==> config.mk <==
export PLATFORM = sky130hd
export DESIGN_NAME = rf_write_arbiter_flat
export DESIGN_NICKNAME = d
export VERILOG_FILES = /design/src/rtl/rf_write_arbiter_pkg.sv /design/src/rtl/rf_write_arbiter_if.sv /design/src/rtl/rf_write_arbiter_wb_fifo.sv /design/src/rtl/rf_write_arbiter.sv /design/src/flat_wrapper.sv
export SDC_FILE = /design/constraint.sdc
export NUM_CORES = 1
export LEC_CHECK = 0
export BUFFER_PORTS_ARGS = -buffer_cell sky130_fd_sc_hd__buf_2
export CAP_MARGIN = 20
export CORE_ASPECT_RATIO = 0.8
export CORE_MARGIN = 2
export CORE_UTILIZATION = 47
export CTS_CLUSTER_SIZE = 12
export DETAILED_ROUTE_END_ITERATION = 8
export PLACE_DENSITY_LB_ADDON = 0.3
export SLEW_MARGIN = 40
export SYNTH_ARGS = -nofsm -noshare
export SYNTH_HDL_FRONTEND = slang
export SYNTH_SLANG_ARGS = --single-unit
export TNS_END_PERCENT = 20
==> constraint.sdc <==
create_clock -name CLK -period 2.55 [get_ports CLK]
set_input_delay 0.3825 -clock CLK [delete_from_list [all_inputs] [get_ports CLK]]
set_output_delay 0.3825 -clock CLK [all_outputs]
set_load 0.1 [all_outputs]
==> src/rtl/rf_write_arbiter_pkg.sv <==
// ---------------------------------------------------------------------------
// rf_write_arbiter_pkg
// Shared types for the register-file write arbiter: register index and data
// word types, the queued write record, the arbiter state encoding and a
// small helper that matches a queued record against a register index.
// ---------------------------------------------------------------------------
package rf_write_arbiter_pkg;

    typedef logic [4:0]  regbits_t;
    typedef logic [31:0] word_t;

    // One queued multicycle result; live=0 means it must never reach the port.
    typedef struct packed {
        logic     live;
        regbits_t wsel;
        word_t    wdat;
    } rf_wr_t;

    typedef enum logic [1:0] {
        IDLE  = 2'd0,
        PEND  = 2'd1,
        DRAIN = 2'd2
    } rfarb_state_t;

    // True when a live record targets register r; r0 never matches.
    function automatic logic wsel_hit(input rf_wr_t e, input regbits_t r);
        return e.live && (e.wsel == r) && (r != '0);
    endfunction

endpackage

==> src/rtl/rf_write_arbiter_if.sv <==
// ---------------------------------------------------------------------------
// rf_write_arbiter_if
// Bundles the pipeline writeback, multicycle result and register-file write
// signals around rf_write_arbiter.
//   pl_wen/pl_wsel/pl_wdat  pipeline WB write request
//   pl_stall                WB must hold its request this cycle
//   mc_valid/mc_wsel/mc_wdat multicycle result, mc_ready = queue can accept
//   rf_wen/rf_wsel/rf_wdat  register file write port
// Optional macro RF_ARB_FWD_EN adds fw_rsel1/2 lookups with fw_hit1/2 and
// fw_dat1/2 results forwarded from the queue.
// Modports: slave (the arbiter), master (WB/MC/RF side).
// ---------------------------------------------------------------------------
interface rf_write_arbiter_if;
    import rf_write_arbiter_pkg::*;

    logic     pl_wen;
    regbits_t pl_wsel;
    word_t    pl_wdat;
    logic     pl_stall;
    logic     mc_valid;
    logic     mc_ready;
    regbits_t mc_wsel;
    word_t    mc_wdat;
    logic     rf_wen;
    regbits_t rf_wsel;
    word_t    rf_wdat;
`ifdef RF_ARB_FWD_EN
    regbits_t fw_rsel1;
    regbits_t fw_rsel2;
    logic     fw_hit1;
    logic     fw_hit2;
    word_t    fw_dat1;
    word_t    fw_dat2;
`endif

    modport slave (
        input  pl_wen, pl_wsel, pl_wdat, mc_valid, mc_wsel, mc_wdat,
        output pl_stall, mc_ready, rf_wen, rf_wsel, rf_wdat
`ifdef RF_ARB_FWD_EN
        ,
        input  fw_rsel1, fw_rsel2,
        output fw_hit1, fw_hit2, fw_dat1, fw_dat2
`endif
    );

    modport master (
        output pl_wen, pl_wsel, pl_wdat, mc_valid, mc_wsel, mc_wdat,
        input  pl_stall, mc_ready, rf_wen, rf_wsel, rf_wdat
`ifdef RF_ARB_FWD_EN
        ,
        output fw_rsel1, fw_rsel2,
        input  fw_hit1, fw_hit2, fw_dat1, fw_dat2
`endif
    );

endinterface

==> src/rtl/rf_write_arbiter_wb_fifo.sv <==
// ---------------------------------------------------------------------------
// rf_wb_fifo
// DEPTH-entry circular buffer of rf_wr_t with per-entry kill by register
// index. A kill also applies to the record pushed in the same cycle.
//   i_clk, i_rst_n      clock, asynchronous active-low reset
//   i_push, i_push_data enqueue (ignored when full)
//   i_pop               dequeue head (ignored when empty)
//   i_kill, i_kill_wsel clear live on every entry targeting i_kill_wsel
//   o_head              head record (valid when !o_empty)
//   o_full, o_empty, o_count  occupancy, all from registered state
//   o_slot              (RF_ARB_FWD_EN) entries oldest-first, live masked
//                       off for unoccupied slots
// ---------------------------------------------------------------------------
module rf_wb_fifo
    import rf_write_arbiter_pkg::*;
#(
    parameter int unsigned DEPTH = 2
) (
    input  logic                   i_clk,
    input  logic                   i_rst_n,
    input  logic                   i_push,
    input  rf_wr_t                 i_push_data,
    input  logic                   i_pop,
    input  logic                   i_kill,
    input  regbits_t               i_kill_wsel,
    output rf_wr_t                 o_head,
    output logic                   o_full,
    output logic                   o_empty,
    output logic [$clog2(DEPTH):0] o_count
`ifdef RF_ARB_FWD_EN
    ,
    output rf_wr_t                 o_slot [DEPTH]
`endif
);
    localparam int unsigned PW = $clog2(DEPTH);
    localparam int unsigned CW = PW + 1;

    rf_wr_t        r_mem [DEPTH];
    logic [PW-1:0] r_wr_ptr;
    logic [PW-1:0] r_rd_ptr;
    logic [CW-1:0] r_count;
    logic          w_do_push;
    logic          w_do_pop;
    rf_wr_t        w_push_entry;

    assign o_full    = (r_count == CW'(DEPTH));
    assign o_empty   = (r_count == '0);
    assign o_count   = r_count;
    assign o_head    = r_mem[r_rd_ptr];
    assign w_do_push = i_push && !o_full;
    assign w_do_pop  = i_pop && !o_empty;

    // A same-cycle pipeline write to the same register is younger, so the
    // incoming record is stored already dead.
    always_comb begin
        w_push_entry      = i_push_data;
        w_push_entry.live = i_push_data.live &&
                            !(i_kill && (i_push_data.wsel == i_kill_wsel));
    end

    always_ff @(posedge i_clk or negedge i_rst_n) begin
        if (!i_rst_n) begin
            for (int unsigned i = 0; i < DEPTH; i++) begin
                r_mem[i] <= '0;
            end
            r_wr_ptr <= '0;
            r_rd_ptr <= '0;
            r_count  <= '0;
        end else begin
            for (int unsigned i = 0; i < DEPTH; i++) begin
                if (i_kill && wsel_hit(r_mem[i], i_kill_wsel)) begin
                    r_mem[i].live <= 1'b0;
                end
            end
            if (w_do_push) begin
                r_mem[r_wr_ptr] <= w_push_entry;
                r_wr_ptr        <= r_wr_ptr + PW'(1);
            end
            if (w_do_pop) begin
                r_rd_ptr <= r_rd_ptr + PW'(1);
            end
            case ({w_do_push, w_do_pop})
                2'b10:   r_count <= r_count + CW'(1);
                2'b01:   r_count <= r_count - CW'(1);
                default: r_count <= r_count;
            endcase
        end
    end

`ifdef RF_ARB_FWD_EN
    always_comb begin
        for (int unsigned i = 0; i < DEPTH; i++) begin
            o_slot[i] = r_mem[r_rd_ptr + PW'(i)];
            if (CW'(i) >= r_count) begin
                o_slot[i].live = 1'b0;
            end
        end
    end
`endif

endmodule

==> src/rtl/rf_write_arbiter.sv <==
// ---------------------------------------------------------------------------
// rf_write_arbiter
// Shares the register file's single write port between the pipeline WB
// stage (priority) and a multicycle unit whose results queue in rf_wb_fifo
// and drain into idle write cycles. A live queue head blocked STARVE_MAX
// times in a row forces a one-cycle DRAIN that stalls WB and retires it.
//   CLK, nRST  clock, asynchronous active-low reset
//   bus        rf_write_arbiter_if.slave: pl_*, mc_*, rf_* (and fw_* when
//              RF_ARB_FWD_EN is defined, forwarding queued values to decode)
// Parameters: DEPTH (power of 2, >=2), STARVE_MAX (>=1).
// ---------------------------------------------------------------------------
module rf_write_arbiter
    import rf_write_arbiter_pkg::*;
#(
    parameter int unsigned DEPTH      = 2,
    parameter int unsigned STARVE_MAX = 4
) (
    input  logic                  CLK,
    input  logic                  nRST,
    rf_write_arbiter_if.slave     bus
);
    localparam int unsigned CW = $clog2(DEPTH) + 1;
    localparam int unsigned SW = (STARVE_MAX > 1) ? $clog2(STARVE_MAX) : 1;

    rfarb_state_t  r_state;
    rfarb_state_t  w_state_nxt;
    logic [SW-1:0] r_starve;
    logic [SW-1:0] w_starve_nxt;
    logic [CW-1:0] w_count;
    logic [CW-1:0] w_count_nxt;
    rf_wr_t        w_head;
    rf_wr_t        w_push_data;
    logic          w_full;
    logic          w_empty;
    logic          w_drain;
    logic          w_head_live;
    logic          w_pl_req;
    logic          w_blocked;
    logic          w_push;
    logic          w_pop;
    logic          w_go_drain;
`ifdef RF_ARB_FWD_EN
    rf_wr_t        w_slot [DEPTH];
`endif

    assign w_drain     = (r_state == DRAIN);
    assign w_head_live = !w_empty && w_head.live;
    // WB request is ignored while stalled; r0 writes never use the port.
    assign w_pl_req    = bus.pl_wen && (bus.pl_wsel != '0) && !w_drain;
    assign w_blocked   = w_head_live && w_pl_req;
    assign w_push      = bus.mc_valid && !w_full;
    // Dead heads pop whenever seen; a live head pops only when it owns the port.
    assign w_pop       = !w_empty && (w_drain || !w_head.live || !w_pl_req);
    assign w_go_drain  = w_blocked && (r_starve == SW'(STARVE_MAX - 1));

    always_comb begin
        w_push_data      = '0;
        w_push_data.live = (bus.mc_wsel != '0);
        w_push_data.wsel = bus.mc_wsel;
        w_push_data.wdat = bus.mc_wdat;
    end

    rf_wb_fifo #(
        .DEPTH (DEPTH)
    ) u_fifo (
        .i_clk       (CLK),
        .i_rst_n     (nRST),
        .i_push      (w_push),
        .i_push_data (w_push_data),
        .i_pop       (w_pop),
        .i_kill      (w_pl_req),
        .i_kill_wsel (bus.pl_wsel),
        .o_head      (w_head),
        .o_full      (w_full),
        .o_empty     (w_empty),
        .o_count     (w_count)
`ifdef RF_ARB_FWD_EN
        ,
        .o_slot      (w_slot)
`endif
    );

    // State register
    always_ff @(posedge CLK or negedge nRST) begin
        if (!nRST) begin
            r_state  <= IDLE;
            r_starve <= '0;
        end else begin
            r_state  <= w_state_nxt;
            r_starve <= w_starve_nxt;
        end
    end

    // Next state; IDLE/PEND simply track occupancy after this cycle's update.
    always_comb begin
        case ({w_push, w_pop})
            2'b10:   w_count_nxt = w_count + CW'(1);
            2'b01:   w_count_nxt = w_count - CW'(1);
            default: w_count_nxt = w_count;
        endcase

        if (w_go_drain) begin
            w_state_nxt = DRAIN;
        end else if (w_count_nxt != '0) begin
            w_state_nxt = PEND;
        end else begin
            w_state_nxt = IDLE;
        end

        w_starve_nxt = r_starve;
        if (w_pop) begin
            w_starve_nxt = '0;
        end else if (w_blocked && (r_starve != SW'(STARVE_MAX - 1))) begin
            w_starve_nxt = r_starve + SW'(1);
        end
    end

    // Outputs
    always_comb begin
        bus.pl_stall = w_drain;
        bus.mc_ready = !w_full;
        bus.rf_wen   = 1'b0;
        bus.rf_wsel  = bus.pl_wsel;
        bus.rf_wdat  = bus.pl_wdat;
        if (w_drain) begin
            bus.rf_wen  = w_head_live;
            bus.rf_wsel = w_head.wsel;
            bus.rf_wdat = w_head.wdat;
        end else if (w_pl_req) begin
            bus.rf_wen  = 1'b1;
        end else if (w_head_live) begin
            bus.rf_wen  = 1'b1;
            bus.rf_wsel = w_head.wsel;
            bus.rf_wdat = w_head.wdat;
        end
    end

`ifdef RF_ARB_FWD_EN
    // Slots are oldest-first, so the last match is the youngest.
    always_comb begin
        bus.fw_hit1 = 1'b0;
        bus.fw_dat1 = '0;
        bus.fw_hit2 = 1'b0;
        bus.fw_dat2 = '0;
        for (int unsigned i = 0; i < DEPTH; i++) begin
            if (wsel_hit(w_slot[i], bus.fw_rsel1)) begin
                bus.fw_hit1 = 1'b1;
                bus.fw_dat1 = w_slot[i].wdat;
            end
            if (wsel_hit(w_slot[i], bus.fw_rsel2)) begin
                bus.fw_hit2 = 1'b1;
                bus.fw_dat2 = w_slot[i].wdat;
            end
        end
    end
`endif

endmodule

==> src/flat_wrapper.sv <==
// flat-port wrapper written by rule: the top's interface ports become plain ports
module rf_write_arbiter_flat import rf_write_arbiter_pkg::*;
#(
    parameter int unsigned DEPTH      = 2,
    parameter int unsigned STARVE_MAX = 4
)
  (CLK, nRST, bus_pl_wen, bus_pl_wsel, bus_pl_wdat, bus_mc_valid, bus_mc_wsel, bus_mc_wdat, bus_pl_stall, bus_mc_ready, bus_rf_wen, bus_rf_wsel, bus_rf_wdat);
  rf_write_arbiter_if bus_i ();
  input  logic CLK;
  input  logic nRST;
  input wire logic [$bits(bus_i.pl_wen)-1:0] bus_pl_wen;
  input wire logic [$bits(bus_i.pl_wsel)-1:0] bus_pl_wsel;
  input wire logic [$bits(bus_i.pl_wdat)-1:0] bus_pl_wdat;
  input wire logic [$bits(bus_i.mc_valid)-1:0] bus_mc_valid;
  input wire logic [$bits(bus_i.mc_wsel)-1:0] bus_mc_wsel;
  input wire logic [$bits(bus_i.mc_wdat)-1:0] bus_mc_wdat;
  output wire logic [$bits(bus_i.pl_stall)-1:0] bus_pl_stall;
  output wire logic [$bits(bus_i.mc_ready)-1:0] bus_mc_ready;
  output wire logic [$bits(bus_i.rf_wen)-1:0] bus_rf_wen;
  output wire logic [$bits(bus_i.rf_wsel)-1:0] bus_rf_wsel;
  output wire logic [$bits(bus_i.rf_wdat)-1:0] bus_rf_wdat;
  assign bus_i.pl_wen = bus_pl_wen;
  assign bus_i.pl_wsel = bus_pl_wsel;
  assign bus_i.pl_wdat = bus_pl_wdat;
  assign bus_i.mc_valid = bus_mc_valid;
  assign bus_i.mc_wsel = bus_mc_wsel;
  assign bus_i.mc_wdat = bus_mc_wdat;
  assign bus_pl_stall = bus_i.pl_stall;
  assign bus_mc_ready = bus_i.mc_ready;
  assign bus_rf_wen = bus_i.rf_wen;
  assign bus_rf_wsel = bus_i.rf_wsel;
  assign bus_rf_wdat = bus_i.rf_wdat;
  rf_write_arbiter #(.DEPTH(DEPTH), .STARVE_MAX(STARVE_MAX)) u_core (.CLK(CLK), .nRST(nRST), .bus(bus_i));
endmodule
* Yosys cells after proc, flatten, opt, wreduce, memory -nomap -nowiden
Cells that the tools add are included.
Cells by class: bitwise operators 2, $add $sub $neg 5, $lt $le $gt $ge 3, reductions and logical operators 33, eq/ne operators 11, muxes and demuxes 24
Operators with widths (count):
- 38-bit two-way mux | 4
- 32-bit two-way mux | 3
- 76-bit bitwise mux | 1
- 76-bit two-way mux | 1
- 38-bit demux with 1-bit select | 1
- 1-bit logical AND | 19
- 5-bit equality test | 3
- 5-bit two-way mux | 3
- 2-bit equality test (second input constant) | 5
- 5-bit nonzero test | 2
- 2-bit one-hot mux with 2 select lines | 2
- 1-bit zero test | 6
- 1-bit two-way mux | 6
- 2-bit two-way mux | 3
- 2-bit nonzero test | 3
- 2-bit by 1-bit adder with 2-bit output (second input constant) | 2
- 2-bit by 1-bit equality test with 1-bit output (second input constant) | 2
- 2-bit >= comparator (second input constant) | 2
- 1-bit inverter with 2-bit output | 2
- 1-bit adder (second input constant) | 2
- 2-bit zero test | 1
- 1-bit logical OR | 2
- 2-bit by 1-bit less-than comparator with 1-bit output (second input constant) | 1
- 2-bit != test (second input constant) | 1
- 2-bit by 1-bit subtractor with 2-bit output (second input constant) | 1
Storage, ports and cells: bits of input ports 78, bits in registers 84, logic and storage cells 89, output and inout port bits 40

* Depth between registers and ports, before layout
Gate-level depths: netlist of the first run.
depth after elaboration 13, gate-level depth with buffers 10, gate-level depth less buffers 9

* Hierarchy
A second synthesis of the first run with hierarchy kept.
Second synthesis, totals: cell total of the unflattened synthesis 324, area, all modules 4573.1 sq um
By module, submodules not included:
- rf_wb_fifo | instances 1, cells an instance 246, sequential area each 2001.9 sq um, area each 3669.8 sq um
- rf_write_arbiter | instances 1, cells an instance 78, sequential area each 100.1 sq um, area each 903.4 sq um

* Worst setup path after synthesis of the first run
Ideal clock, no wire load.
kind register to output, start point register u_core.r_state[0], end point output port bus_rf_wdat[10], stages on the path, launching flop included 7, arrival 3893 ps, buffers on the path 2, slack -1726 ps, data required time 2168 ps, cell sequence dfrtp_1 nor2b_1 a211o_4 o21ai_1 buf_2 buf_2 o21ai_1
On the way: cells in the longest elaborated chain, start to end 5
Ends and longest elaborated chain:
- start, declared | line rf_write_arbiter.sv:25 | rfarb_state_t r_state;
- start signal, assigned | line rf_write_arbiter.sv:89 | r_state <= w_state_nxt;
- 2-bit equality test * | line rf_write_arbiter.sv:46 | assign w_drain = (r_state == DRAIN);
- via bus_pl_stall | line flat_wrapper.sv:17 | output wire logic [$bits(bus_i.pl_stall)-1:0] bus_pl_stall;
- 1-bit zero test | line rf_write_arbiter.sv:49 | assign w_pl_req = bus.pl_wen && (bus.pl_wsel != '0) && !w_drain;
- 1-bit logical AND | line rf_write_arbiter.sv:49
- 32-bit two-way mux | line rf_write_arbiter.sv:129 | end else if (w_pl_req) begin
- 32-bit two-way mux * | line rf_write_arbiter.sv:125 | if (w_drain) begin
- end, declared | line flat_wrapper.sv:21 | output wire logic [$bits(bus_i.rf_wdat)-1:0] bus_rf_wdat;
The timed path passes the listed nets; every way through them passes the cells marked *.

* Final worst setup path of the first run
start point register u_core.u_fifo.r_count[0] (netlist: u_core.u_fifo.o_count[0]), end point output port bus_rf_wdat[16]
On the way: cells in the longest elaborated chain, start to end 6
Ends and longest elaborated chain:
- start, declared | line rf_write_arbiter_wb_fifo.sv:41 | logic [CW-1:0] r_count;
- start signal, assigned | line rf_write_arbiter_wb_fifo.sv:83 | 2'b10: r_count <= r_count + CW'(1);
- start signal, assigned | line rf_write_arbiter_wb_fifo.sv:84 | 2'b01: r_count <= r_count - CW'(1);
- start signal, assigned | line rf_write_arbiter_wb_fifo.sv:85 | default: r_count <= r_count;
- 2-bit zero test | line rf_write_arbiter_wb_fifo.sv:47 | assign o_empty = (r_count == '0);
- 1-bit zero test | line rf_write_arbiter.sv:47 | assign w_head_live = !w_empty && w_head.live;
- 1-bit logical AND | line rf_write_arbiter.sv:47
- 32-bit two-way mux | line rf_write_arbiter.sv:131 | end else if (w_head_live) begin
- 32-bit two-way mux | line rf_write_arbiter.sv:129
- 32-bit two-way mux | line rf_write_arbiter.sv:125
No other way between the ends.

==> reports/summary.txt, run 1 <==
Status: finished clean
Layout Area Growth over Synthesis: 44.2%
Clock Skew: 0.00733 ns
Avg Cell Area, Syn: 11.7 um^2
Routed wire per std cell: 16.7 um
Mapped cell area: 0.00426 mm^2
Routed Antenna Nets: 0
Primary FF master, synth: dfrtp_1
Total clock sinks: 84
Clk pin slew, worst setup/hold paths: 0.06 ns
Share of cells above drive strength 1: 55.3%
CP required: 2.17 ns
Most common cell in the netlist: dfrtp_1
Unique masters post-synth: 29
Placed Area: 0.00574 mm^2
Mapped Cells: 365
Top post-synthesis cells by count: 84 x dfrtp_1, 74 x mux2_2, 42 x nand2_1, 40 x mux2i_1, 38 x o21ai_1
Area of the multi-input gates: 0.00223 mm^2
Worst-Margin Slew: 0.696 ns
DIE AREA: 0.00984 mm^2
DP Wirelength: 6800 um
I/O Buffers: 117
Seq cells post-synth: 84
Crit path top cell by count: buf_12
# IOs: 118
Via count: 3138
Die Span X: 110 um
Number of fill cells in the layout: 633
Share of the synthesized area in the top cell type: 49.4%
Initial antenna violation count: 0
Gr ovfl total: 0
CTS root buf: clkbuf_16
RSZ-0062 raised after global routing: no
Die Height: 89.1 um
Inserted Diodes: 0
Drt initial violations: 114
Routed wire length: 10000 um
# rows: 31
First-pass GRT wire length: 15000 um
Max Cap Viol: 0
CTS tree: done
YS warnings: 0
HP Class: primary input to asynchronous set/reset pin
Critical Path Source Type: flop
Gr usage total: 19.2%
Fin. Hold Viols: 0
Count of final max-slew check failures: 0
Drt first pass iters: 5
Crit path max fanout: 23
Final setup violation count: 0
Fin crit period: 2.45 ns
Ys async rst share: 100%
Fmax: 407 MHz
DRC Markers: 0
CP top delay family: buffers and inverters
Reg-to-Reg Start: u_core.u_fifo.o_count[0]$_DFFE_PN0P_
Gp weighted congestion: 0.923
Syn nets: 448
Reg2Reg Depth: 7
Final design instance area without fill: 0.00614 mm^2
Ranking of synthesized cells by area: dfrtp_1 49%, mux2_2 20%, mux2i_1 9.4%, o21ai_1 4.5%, nand2_1 3.7%
Largest area contributor in the netlist: dfrtp_1
CTS buffer count: 9
Maximum clock path buffer count: 2
Final period util: 96.3%
CP max stage cell: dfrtp_1
Initial Util: 47.7%
Clk_lat worst skew: 0.33 ns
Register area share after synthesis: 49.4%
Kind of critical path: flop to output pin
Pin count of the biggest net entering global routing: 48
R2R setup slack: 0.43 ns
Mean number of vias per cell: 5.22
Worst slew margin: 53.6%
Number of synthesized flops with an enable pin: 0
Core area: 0.00892 mm^2
# nets final: 564
Worst-path cell chain: inv_1 > ha_2 > nor2_4 > o21ai_4 > buf_12 > buf_12 > nand2_1 > o21ai_4 > buf_12
WP data arrival: 2.07 ns
Seq. cell area: 0.00210 mm^2
H-Tree Depth: 3
Sum Neg Setup Slack: 0 ns
Crit. End Element: output pin
CP bufs+invs: 4
Hold-fix buffers at CTS: 0
Largest stage delay on the critical path: 0.42 ns
Vias in the first global route: 3134
[metrics by stage]
step	utilization, %	instances	setup WS, ns	hold slack [ns]
after floorplan	-	365	-0.291	0.0869
after global placement	64.3	580	0.317	0.416
after detailed placement	64.3	580	0.259	0.430
after CTS	67.6	596	0.0207	0.0741
after global routing	68.8	601	0.0145	0.100
final	68.8	601	0.0955	0.0524
[routing by layer]
layer | GRT usage (%) | vias to the layer above | wire (um)
li1 | - | 1502 | -
met1 | 24.8 | 1545 | 4460
met2 | 32.6 | 83 | 4940
met3 | 4.68 | 8 | 526
met4 | 6.14 | 0 | 87
met5 | 0 | - | 0
[final cells by class]
type | instances | area share, %
Clock inverter | 6 | 0.774
Timing Repair Buffer | 131 | 22.0
Tap cell | 115 | 2.34
Multi-Input combinational cell | 248 | 36.3
Sequential cell | 84 | 34.3
Clock buffer | 10 | 3.89
Inverter | 7 | 0.428
[cells by family after synthesis]
| group | synth area share (%) |
|---|---|
| xor gates and xnor gates | 3.91 |
| buffers and inverters | 3.79 |
| adders and majority gates | 1.47 |
| muxes | 29.0 |
| and+or+nand+nor | 5.88 |
| DFF | 49.4 |
| AOI/OAI and AO/OA | 6.64 |
[timing repair]
item	in CTS	in global routing
endpoints found under the setup margin	14	37
gates resized for setup	1	6
pin swaps	0	1
buffers inserted	0	2
cloned	0	3
[worst max-delay path by stage]
stage                                              start              end  slack [ns]  depth (start not counted)
detailed placement                        bus_pl_wsel[1]  bus_rf_wdat[26]        0.26                          8
CTS                 u_core.u_fifo.o_count[0]$_DFFE_PN0P_  bus_rf_wdat[16]        0.02                          8
global route        u_core.u_fifo.o_count[0]$_DFFE_PN0P_  bus_rf_wdat[13]        0.01                          9
finish              u_core.u_fifo.o_count[0]$_DFFE_PN0P_  bus_rf_wdat[16]         0.1                          9
floorplan                    u_core.r_state[0]$_DFF_PN0_  bus_rf_wdat[18]       -0.29                          6
global placement                          bus_pl_wsel[0]  bus_rf_wdat[31]        0.32                          8
[cells in the final DEF, fill, tap and decap left out, drive strengths merged, types with 6 or more instances in the layout]
cell and count:
nor2 6, inv 8, nand2 42, o21ai 42
mux2 74, xnor2 12, dfrtp 84, mux2i 40
buf 129, clkbuf 12, xor2 7
Power of run 1 is not shown: default switching activity piles up to over one toggle a cycle in this logic, so the estimate is an artifact.
==> run 2: changes to the inputs <==
PLACE_DENSITY = 0.74   (was not set)
PLACE_DENSITY_LB_ADDON = not set   (was 0.3)
==> run 2 against run 1 <==
Utilization decreased by 0.41 points. Non-clock buffer count down 2. Clock skew about the same. Sequential share of layout area up 0.20 points. Register-to-register slack hardly changed. Routed wire length fell by 4.8%. Maximum frequency is essentially flat. Final area down 0.59%. Critical path depth unchanged. Worst hold slack worse by 0.0052 ns.
==> reports/summary.txt, run 2 (synthesis results as in run 1) <==
Final setup violation count: 0 (unchanged)
Clk_lat worst skew: 0.33 ns (about the same)
Initial Util: 47.7% (unchanged)
Inserted Diodes: 0 (unchanged)
CTS tree: done
Critical Path Source Type: flop
First-pass GRT wire length: 15900 um (+6.2%)
Gr ovfl total: 0 (unchanged)
# nets final: 562 (-0.35%)
Most frequent cells in the layout: 83 x dfrtp_1, 79 x buf_2, 74 x mux2_2
Die Height: 89.1 um (unchanged)
Reg2Reg Depth: 7 (unchanged)
Kind of critical path: flop to output pin
Number of fill cells in the layout: 685 (+8.2%)
Routed wire length: 9530 um (-4.8%)
DP Wirelength: 6780 um (-0.33%)
Fin. Hold Viols: 0 (unchanged)
Clk pin slew, worst setup/hold paths: 0.06 ns (about the same)
Initial antenna violation count: 0 (unchanged)
HP Class: primary input to asynchronous set/reset pin
H-Tree Depth: 3 (unchanged)
Share of cells above drive strength 1: 55.0% (-0.39 points)
CP required: 2.17 ns (about the same)
Die Span X: 110 um (unchanged)
R2R setup slack: 0.44 ns (about the same)
Worst-Margin Slew: 0.701 ns (+0.00502 ns)
WP data arrival: 2.07 ns (about the same)
CTS buffer count: 9 (unchanged)
Crit. End Element: output pin
Crit path max fanout: 21 (-8.7%)
Gr usage total: 20.2% (+1.1 points)
Maximum clock path buffer count: 2 (unchanged)
Routed wire per std cell: 15.9 um (-4.5%)
Hold-fix buffers at CTS: 0 (unchanged)
Pin count of the biggest net entering global routing: 46 (-4.2%)
Worst-path cell chain: inv_1 > ha_2 > nor2_4 > o21ai_4 > buf_4 > buf_12 > nand2_1 > o21ai_4 > buf_12
Drt initial violations: 103 (-9.6%)
Count of final max-slew check failures: 0 (unchanged)
Worst slew margin: 53.3% (-0.33 points)
Via count: 3188 (+1.6%)
CP max stage cell: dfrtp_1
Fin crit period: 2.45 ns (-0.000993 ns)
Routed Antenna Nets: 0 (unchanged)
Max Cap Viol: 0 (unchanged)
Vias in the first global route: 3388 (+8.1%)
Sum Neg Setup Slack: 0 ns (unchanged)
Largest stage delay on the critical path: 0.42 ns (about the same)
Commonest non-fill, non-tap cell in the layout: dfrtp_1
Clock Skew: 0.00774 ns (+0.000415 ns)
# IOs: 118 (unchanged)
# rows: 31 (unchanged)
Layout Area Growth over Synthesis: 43.3%
Drt first pass iters: 4 (-1)
Mean number of vias per cell: 5.32 (+1.9%)
CP bufs+invs: 4 (unchanged)
DIE AREA: 0.00984 mm^2 (unchanged)
Total clock sinks: 84 (unchanged)
CP top delay family: buffers and inverters
Status: finished clean
DRC Markers: 0 (unchanged)
CTS root buf: clkbuf_16
Gp weighted congestion: 0.895 (-3.0%)
Reg-to-Reg Start: u_core.u_fifo.o_count[0]$_DFFE_PN0P_
Core area: 0.00892 mm^2 (unchanged)
Final period util: 96.2% (about the same)
I/O Buffers: 117 (unchanged)
Fmax: 408 MHz (about the same)
[run 2: worst register-to-register path: cells and delay by family (launching register included)]
kind,cells,cell delay [ns]
simple gates,2,0.49
buf+inv,3,0.50
fa+ha+maj,1,0.21
flops,1,0.40
mux,1,0.39
[run 2: through the flow]
| step | util (%) | setup slack (ns) | area (um^2) | std cells | hold WS [ns] |
|---|---|---|---|---|---|
| floorplan | - | -0.291 | 4460 | 365 | 0.0869 |
| global placement | 64.4 | 0.318 | 5740 | 579 | 0.405 |
| detailed placement | 64.4 | 0.261 | 5740 | 579 | 0.415 |
| CTS | 68.2 | -0.0199 | 6090 | 597 | 0.0659 |
| global route | 68.4 | -0.0208 | 6100 | 599 | 0.0909 |
| finish | 68.4 | 0.0965 | 6100 | 599 | 0.0473 |
[run 2: layout make-up]
cell class / count / area, um^2 / area share, %
repair buffers: 129 / 1300 / 21.4
flip-flops and latches: 84 / 2100 / 34.5
well taps: 115 / 144 / 2.36
inverters: 7 / 26.3 / 0.431
multi-input cells: 248 / 2230 / 36.5
clock buffers: 9 / 225 / 3.69
clock inverters: 7 / 75.1 / 1.23
[run 2: layer usage]
layer	vias to the layer above	GRT usage, %	wire, um
li1	1504	-	-
met1	1573	25.6	4190
met2	98	34.6	4590
met3	13	6.24	612
met4	0	5.45	139
met5	-	0	0
[run 2: worst max-delay path by stage]
stage | start | cells after the start | endpoint | slack (ns)
floorplan | u_core.r_state[0]$_DFF_PN0_ | 6 | bus_rf_wdat[18] | -0.29
global placement | bus_pl_wsel[0] | 8 | bus_rf_wdat[15] | 0.32
detailed placement | bus_pl_wsel[1] | 8 | bus_rf_wdat[15] | 0.26
CTS | u_core.u_fifo.o_count[0]$_DFFE_PN0P_ | 7 | bus_rf_wdat[1] | -0.02
global route | u_core.u_fifo.o_count[0]$_DFFE_PN0P_ | 9 | bus_rf_wdat[11] | -0.02
finish | u_core.u_fifo.o_count[0]$_DFFE_PN0P_ | 9 | bus_rf_wdat[14] | 0.1
[run 2: timing repair]
| action | in CTS | in global routing |
|---|---|---|
| resized for setup | 1 | 3 |
| pin swaps | 1 | 1 |
| buffers inserted | 1 | 2 |
| setup endpoints to repair | 22 | 37 |
| gates cloned | 1 | 0 |
Power of run 2 is left out for the same reason.
==> run 3: changes to the inputs <==
CORE_ASPECT_RATIO = not set   (was 0.8)
==> run 3 against run 2 <==
Clock skew is 0.0012 ns lower. Flip-flop and latch count did not move. Sequential share of layout area rose by 0.43 points.
==> reports/summary.txt, run 3 (synthesis results as in run 1) <==
Clock Skew: 0.00658 ns (-0.00116 ns)
DR WL met2: 4780 um (+4.2%)
CP bufs+invs: 3 (-1)
Crit. End Element: output pin
Worst slew margin: 54.4% (+1.1 points)
Sum Neg Setup Slack: 0 ns (unchanged)
Crit path max fanout: 19 (-9.5%)
Kind of critical path: flop to output pin
Core area: 0.00876 mm^2 (-1.8%)
Drt first pass iters: 4 (unchanged)
Fmax: 412 MHz (+1.0%)
Worst-Margin Slew: 0.685 ns (-0.0163 ns)
HP Class: primary input to asynchronous set/reset pin
Routed wire length: 9570 um (+0.38%)
Worst hold margin: 0.0238 ns (-0.0235 ns)
WP data arrival: 2.05 ns (-0.02 ns)
Pin count of the biggest net entering global routing: 45 (-2.2%)
Routed Antenna Nets: 0 (unchanged)
DRC Markers: 0 (unchanged)
H-Tree Depth: 3 (unchanged)
Share of cells above drive strength 1: 55.2% (+0.23 points)
Initial antenna violation count: 0 (unchanged)
CTS buffer count: 9 (unchanged)
Fin crit period: 2.43 ns (-0.0246 ns)
Inserted Diodes: 0 (unchanged)
Die Height: 99.2 um (+11%)
Mean number of vias per cell: 5.39 (+1.3%)
CP required: 2.17 ns (about the same)
Drt initial violations: 55 (-47%)
Max Cap Viol: 0 (unchanged)
Vias in the first global route: 3405 (+0.50%)
# rows: 34 (+9.7%)
Largest stage delay on the critical path: 0.43 ns (about the same)
Status: finished clean
Initial Util: 48.6% (+0.86 points)
Wire length on met3: 600 um (-2.0%)
Maximum clock path buffer count: 2 (unchanged)
Clk_lat worst skew: 0.34 ns (about the same)
Hold-fix buffers at CTS: 0 (unchanged)
Gr usage total: 20.0% (-0.19 points)
I/O Buffers: 117 (unchanged)
Placed Area: 0.00572 mm^2 (-0.37%)
CP top delay family: buffers and inverters
Die Span X: 99.2 um (-10%)
Routed wire per std cell: 16.2 um (+1.9%)
CTS tree: done
Dpl cells: 572 (-1.2%)
CTS root buf: clkbuf_8
DP Wirelength: 6700 um (-1.2%)
Total clock sinks: 84 (unchanged)
Count of final max-slew check failures: 0 (unchanged)
Final design instance area without fill: 0.00603 mm^2 (-1.2%)
Final period util: 95.3% (-0.97 points)
Commonest non-fill, non-tap cell in the layout: dfrtp_1
Highest routed layer: met4
CP max stage cell: dfrtp_1
# IOs: 118 (unchanged)
Fin. Hold Viols: 0 (unchanged)
Worst-path cell chain: inv_2 > ha_4 > nor2_2 > o21ai_4 > bufbuf_16 > o21ai_2 > buf_12
Gr ovfl total: 0 (unchanged)
RSZ-0062 raised after global routing: no
Clk pin slew, worst setup/hold paths: 0.08 ns (+0.02 ns)
Via count: 3180 (-0.25%)
# nets final: 561 (-0.18%)
DIE AREA: 0.00984 mm^2 (about the same)
Gp weighted congestion: 0.851 (-5.0%)
Wire length on met1: 4070 um (-2.8%)
First-pass GRT wire length: 15800 um (-0.78%)
Final non-filler cell total: 590 (-1.5%)
Most frequent cells in the layout: 83 x dfrtp_1, 79 x buf_2, 74 x mux2_2
Final setup violation count: 0 (unchanged)
Critical Path Source Type: flop
Layout Area Growth over Synthesis: 41.5%
-- run 3: metrics by stage --
stage | worst slack, ns | util (%)
final | 0.121 | 68.8
after global routing | 0.0420 | 68.8
after CTS | 0.00783 | 68.5
after detailed placement | 0.341 | 65.3
after global placement | 0.406 | 65.3
after floorplan | -0.291 | -
-- run 3: routing by layer --
layer / up-vias / global-route usage, %
li1: 1501 / -
met1: 1576 / 25.2
met2: 91 / 34.4
met3: 12 / 5.06
met4: 0 / 5.69
met5: - / 0
-- run 3: cell type report --
cell class              instances  area (um^2)
inverters                       7         26.3
multi-input cells             248         2240
flip-flops and latches         84         2100
fillers                       648         2740
repair buffers                128         1320
well taps                     108          135
clock buffers                  10          138
clock inverters                 5         61.3
-- run 3: worst register-to-register path: stages (launching register included) --
cell and delay (ns):
dfrtp_1 0.43, inv_2 0.09, ha_1 0.22, and2b_1 0.31, inv_1 0.14, nor2_4 0.10
buf_4 0.33, mux2_2 0.39
-- run 3: worst paths after layout --
check,startpoint,end,slack (ns),cells past startpoint
max in group asynchronous,nRST,asynchronous set/reset pin,1.91,2
setup / recovery,u_core.u_fifo.o_count[0]$_DFFE_PN0P_,bus_rf_wsel[4],0.12,7
min in group CLK,bus_mc_wdat[27],flop,0.27,2
hold reg to reg,u_core.r_starve[0]$_DFFE_PN0P_,u_core.r_starve[0]$_DFFE_PN0P_,0.50,1
setup reg to reg,u_core.u_fifo.o_count[0]$_DFFE_PN0P_,flop,0.42,7
hold / removal,nRST,asynchronous set/reset pin,0.02,1
-- run 3: timing repair --
action / 4_1_cts / 5_1_grt
gates cloned: 2 / 0
setup endpoints to repair: 19 / 36
gates resized for setup: 3 / 4
pin swaps: 2 / 0
setup buffers: 1 / 0
Power of run 3 is left out for the same reason.
